$ cat config.mk
export PLATFORM = sky130hd
export DESIGN_NAME = alu_issue_ctrl
export DESIGN_NICKNAME = d
export VERILOG_FILES = /design/src/rtl/alu_issue_ctrl.sv
export SDC_FILE = /design/constraint.sdc
export NUM_CORES = 1
export LEC_CHECK = 0
export CORE_ASPECT_RATIO = 1.1
export CORE_UTILIZATION = 45
export CTS_BUF_LIST = sky130_fd_sc_hd__clkbuf_8
export CTS_CLUSTER_DIAMETER = 60
export DETAILED_ROUTE_END_ITERATION = 10
export MAX_ROUTING_LAYER = met4
export PLACE_DENSITY = 0.94
export SYNTH_ARGS = -nofsm -noshare
export SYNTH_HDL_FRONTEND = slang
export SYNTH_SLANG_ARGS = --single-unit
$ cat constraint.sdc
create_clock -name clk -period 2.5 [get_ports clk]
set_input_delay 0.375 -clock clk [delete_from_list [all_inputs] [get_ports clk]]
set_output_delay 0.375 -clock clk [all_outputs]
set_load 0.05 [all_outputs]
$ cat src/rtl/alu_issue_ctrl.sv
// alu_issue_ctrl
//   Initiator side of the 4-bit ALU operand/result interface. Takes
//   commands (op, A, B) over a valid/ready handshake. It registers them onto
//   the ALU inputs and waits one cycle for the combinational ALU to settle.
//   It then captures result/overflow/zero and returns them over a second
//   valid/ready handshake. It also counts issued ops (wrapping) and overflows
//   (saturating).
//
// Ports
//   clk, rst_n                 clock, synchronous active-low reset
//   cmd_valid/cmd_ready        command handshake
//   cmd_op/cmd_a/cmd_b         command opcode and operands
//   alu_op/alu_a/alu_b         registered operands to the ALU
//   alu_result/overflow/zero   ALU outputs (combinational from alu_*)
//   rsp_valid/rsp_ready        response handshake
//   rsp_result/overflow/zero   captured ALU outputs
//   op_cnt, ovf_cnt            statistics counters
//
// state | meaning
// ------+---------------------------------------------------------
// IDLE  | no command in flight, ready for a new one
// ISSUE | operands on ALU, capture result at end of this cycle
// RESP  | response valid, waiting for rsp_ready

module alu_issue_ctrl #(
  parameter int CNT_W = 8
) (
  input  logic             clk,
  input  logic             rst_n,
  input  logic             cmd_valid,
  output logic             cmd_ready,
  input  logic [2:0]       cmd_op,
  input  logic [3:0]       cmd_a,
  input  logic [3:0]       cmd_b,
  output logic [2:0]       alu_op,
  output logic [3:0]       alu_a,
  output logic [3:0]       alu_b,
  input  logic [3:0]       alu_result,
  input  logic             alu_overflow,
  input  logic             alu_zero,
  output logic             rsp_valid,
  input  logic             rsp_ready,
  output logic [3:0]       rsp_result,
  output logic             rsp_overflow,
  output logic             rsp_zero,
  output logic [CNT_W-1:0] op_cnt,
  output logic [CNT_W-1:0] ovf_cnt
);

  typedef enum logic [1:0] {
    IDLE  = 2'd0,
    ISSUE = 2'd1,
    RESP  = 2'd2
  } state_t;

  state_t state, state_nxt;
  logic   accept;

  assign accept = cmd_valid & cmd_ready;

  // State register
  always_ff @(posedge clk) begin
    if (!rst_n) state <= IDLE;
    else        state <= state_nxt;
  end

  // Next-state logic
  always_comb begin
    state_nxt = state;
    case (state)
      IDLE:    if (accept) state_nxt = ISSUE;
      ISSUE:   state_nxt = RESP;
      RESP: begin
        if (rsp_ready) state_nxt = cmd_valid ? ISSUE : IDLE;
      end
      default: state_nxt = IDLE;
    endcase
  end

  // Outputs; in RESP cmd_ready follows rsp_ready so a new command can be
  // taken on the same edge the response drains.
  always_comb begin
    cmd_ready = 1'b0;
    rsp_valid = 1'b0;
    case (state)
      IDLE:    cmd_ready = 1'b1;
      ISSUE:   cmd_ready = 1'b0;
      RESP: begin
        cmd_ready = rsp_ready;
        rsp_valid = 1'b1;
      end
      default: cmd_ready = 1'b0;
    endcase
  end

  // Operand registers: only change on accept, hold otherwise
  always_ff @(posedge clk) begin
    if (!rst_n) begin
      alu_op <= 3'd0;
      alu_a  <= 4'd0;
      alu_b  <= 4'd0;
    end else if (accept) begin
      alu_op <= cmd_op;
      alu_a  <= cmd_a;
      alu_b  <= cmd_b;
    end
  end

  // Response capture and statistics at the end of ISSUE
  always_ff @(posedge clk) begin
    if (!rst_n) begin
      rsp_result   <= 4'd0;
      rsp_overflow <= 1'b0;
      rsp_zero     <= 1'b0;
      op_cnt       <= '0;
      ovf_cnt      <= '0;
    end else if (state == ISSUE) begin
      rsp_result   <= alu_result;
      rsp_overflow <= alu_overflow;
      rsp_zero     <= alu_zero;
      op_cnt       <= op_cnt + CNT_W'(1);
      if (alu_overflow && (ovf_cnt != {CNT_W{1'b1}}))
        ovf_cnt <= ovf_cnt + CNT_W'(1);
    end
  end

endmodule

==> reports/results.tsv <==
stage	metric	value	unit
status	outcome	completed	
sta	Least-Margin Pin Slew	0.6209	ns
critical_path	CP arrival	1.72	ns
cts	H-Tree Depth	2	
sta	Final Hold Fails	0	
cells_and_area	P&R area growth vs syn	48.63	%
synthesis	FF+latch count, synth	35	
critical_path	WP buf/inv	1	
floorplanning	Core ar.	2878	sq um
cts	Inserted Clock Buffers	5	
cells_and_area	fraction of layout cells with a size suffix above 1	6.763	%
drt	via/cell ratio	5.058	
synthesis	post-synth top area share	49.60	%
critical_path	crit end category	primary output	
power	Leakage Power	0.8393	nW
cts	Clock Pin Slew Worst Setup and Hold Paths	0.07	ns
synthesis	Avg Inst Size Synth	9.481	sq um
hold_path	hold depth	2	
critical_path	Critical Path Source Type	flop	
grt	initial antenna violation count	0	
cts	Skew-Pair Late Insertion Delay	0.28	ns
critical_path	Crit Path Max Fanout	7	
critical_path	crit-path max cell delay	0.82	ns
place	Placer Congestion	0.8034	
drt	drt initial violations	33	
synthesis	synthesized cell area	1413	sq um
critical_path	Worst EP required	2.12	ns
critical_path	critical path's top delay family	buffers and inverters	
drt	post-detailed-route count of antenna-violating nets	0	
sta	endpoints failing setup	0	
cts	# hold bufs at CTS	0	
synthesis	area leader, netlist	dfxtp_1	
grt	global-route wire length before repair	4.588	mm
run	Max-Cap Viols	0	
synthesis	top post-synthesis cells by area	dfxtp_1, mux2i_1, nor2_1, xor2_1, nand2_1	
floorplanning	die outline area	3367	sq um
grt	largest net degree at the start of global routing	34	
cts	clk sinks	35	
cts	CTS tree	yes	
drt	WL final	2.812	mm
synthesis	Post-Synthesis Cells	149	
synthesis	Yosys cell types	28	
drt	Avg WL per Cell	11.72	microns
critical_path	r2r worst-path depth	5	
sta	final worst slack	0.4026	ns
cells_and_area	Ant. Diodes	0	
sta	min Tclk post-route	2.097	ns
floorplanning	Initial Util	49.09	%
cts	Post-CTS Repair Setup Buffers	0	
place	HPWL Detailed	1.982	mm
power	pwr/cell area	631.5	nW/um^2
cts	CTS resizes	0	
sta	RSZ-0062 raised after global routing	false	
cells_and_area	NumNets Final	229	
floorplanning	die height	60.76	microns
critical_path	slowest CP cell	clkdlybuf4s50_1	
cts	CTS root buf	clkbuf_8	
synthesis	Mapped Nets	172	
grt	GRT Total Usage	18.84	%
sta	relative max-transition margin	58.52	%
place	dpl ws	0.6473	ns
grt	vias in the first global route	1105	
critical_path	Worst Setup Path Type	flop to primary output	
cts	clock tree buffer depth	2	
critical_path	WP depth	2	
synthesis	Ys Warns	0	
grt	GRT overflow	0	
cells_and_area	fill count	219	
hold_path	Min-Delay Path Class	flop to flop	
sta	Slew Limit Fails	0	
sta	Clock Skews	0.005168	ns
critical_path	Cell Chain, Critical Path	nor2b_1, clkdlybuf4s50_1	
floorplanning	Std-Cell Rows	20	
sta	fin crit share	83.90	%
drt	DR vias	1214	
sta	FMAX	0.4768	GHz
floorplanning	Top-Level Pins	56	
sta	TNS Setup	0	ns
drt	DR pass1 iterations	4	
drt	DRC	0	
sta	hold_ws	0.4585	ns
synthesis	sequential area share after synthesis	49.60	%
floorplanning	Die W	55.42	microns
place	I/O Buffers	55	
power	worst vdd ir	0.7015	mV
## worst reg2reg max path: cells and delay by family, from the launching register on
family                   cells  cell delay (ns)
AO/OA/AOI/OAI                1             0.39
flip-flops                   1             0.38
AND/OR/NAND/NOR              2             0.26
multiplexers                 1             0.23
adder cells (fa/ha/maj)      1             0.20
## cell families after synthesis
family          Yosys count  share of synthesized area, %
xor+xnor                 12                         7.440
fa+ha+maj                 2                         1.771
simple gates             60                         20.28
buf+inv                  10                         3.277
compound gates           17                         8.415
mux                      13                         9.211
flops                    35                         49.60
## synthesized netlist by cell type
| master | n |
|---|---|
| and4b_1 | 1 |
| buf_1 | 2 |
| nand4_2 | 1 |
| inv_1 | 3 |
| buf_2 | 1 |
| dfxtp_1 | 35 |
| o211ai_1 | 1 |
| or3_1 | 1 |
| nand2_1 | 15 |
| o21ai_0 | 2 |
| nor2_1 | 25 |
| xor2_1 | 10 |
| buf_4 | 2 |
| mux2i_1 | 13 |
| and3b_1 | 1 |
| o2111ai_1 | 2 |
| and3_1 | 2 |
| nor2b_1 | 2 |
| a21oi_1 | 10 |
| o211ai_4 | 1 |
| ha_1 | 2 |
| and2_1 | 4 |
| a211oi_2 | 1 |
| nand3_1 | 1 |
| clkbuf_1 | 2 |
| nand4_1 | 5 |
| xnor2_1 | 2 |
| nand2b_1 | 2 |
## area by class of cell
type	count	area, sq um	share of cell area (%)
timing repair buffer	57	563.0	26.82
tap	33	41.29	1.967
clock inverter	2	35.03	1.669
sequential	35	700.7	33.37
multi-input combinational	104	665.6	31.70
clock buffer	6	82.58	3.933
inverter	3	11.26	0.5364
## metal layers
metal | vias to the layer above | routed length, microns | track usage, % | part of all wire (%)
li1 | 612 | - | - | -
met5 | - | 0 | - | 0
met4 | 0 | 72 | 12.86 | 2.6
met2 | 51 | 1291 | 30.29 | 46
met1 | 544 | 1259 | 20.63 | 45
met3 | 7 | 189 | 5.330 | 6.7
## power breakdown
part / leakage (nW) / switching [W] / internal, W
Combinational: 0.493 / 0.000123 / 0.0000876
Clock: 0.0612 / 0.000199 / 0.000322
Sequential: 0.285 / 0.0000153 / 0.000579
## through the flow
stage / std cells / power [W] / util (%) / area [sq um]
after detailed placement: 232 / 0.0008183 / 68.87 / 1982
after global placement: 232 / 0.0008152 / 68.87 / 1982
after global routing: 240 / 0.001378 / 72.96 / 2100
final: 240 / 0.001326 / 72.96 / 2100
after CTS: 240 / 0.001342 / 72.96 / 2100
after floorplan: 149 / 0.0007366 / - / 1413
## placed cells by master, fill, tap and decap left out
master	Yosys	routed
mux2i_1	13	13
or3_1	1	1
nand2_1	15	15
bufinv_16	0	1
nor2b_1	2	2
and2_1	4	4
nand3_1	1	1
dfxtp_1	35	35
nand2b_1	2	2
buf_4	2	3
nor2_1	25	25
nand4_2	1	1
a211oi_2	1	1
ha_1	2	2
xnor2_1	2	2
a21oi_1	10	10
and3_1	2	2
o211ai_4	1	1
o211ai_1	1	1
clkdlybuf4s50_1	0	54
clkinv_2	0	1
and4b_1	1	1
inv_1	3	3
xor2_1	10	10
o2111ai_1	2	2
and3b_1	1	1
nand4_1	5	5
o21ai_0	2	2
clkbuf_8	0	6
## flip-flops by register name, indices dropped and copies added, names as in the netlist
register and count:
ovf_cnt 8, rsp_zero 1, alu_b 4, state 2
alu_a 4, rsp_overflow 1, op_cnt 8, rsp_result 4
alu_op 3
## worst paths after layout
path,from,endpoint,slack (ns)
max reg2reg,ovf_cnt[0],ovf_cnt[1],0.93
max,state[1],rsp_valid,0.40
min,rsp_result[0],rsp_result[0],0.46
min reg2reg,rsp_result[0],rsp_result[0],0.46
Power figures use the tool's default switching activity.
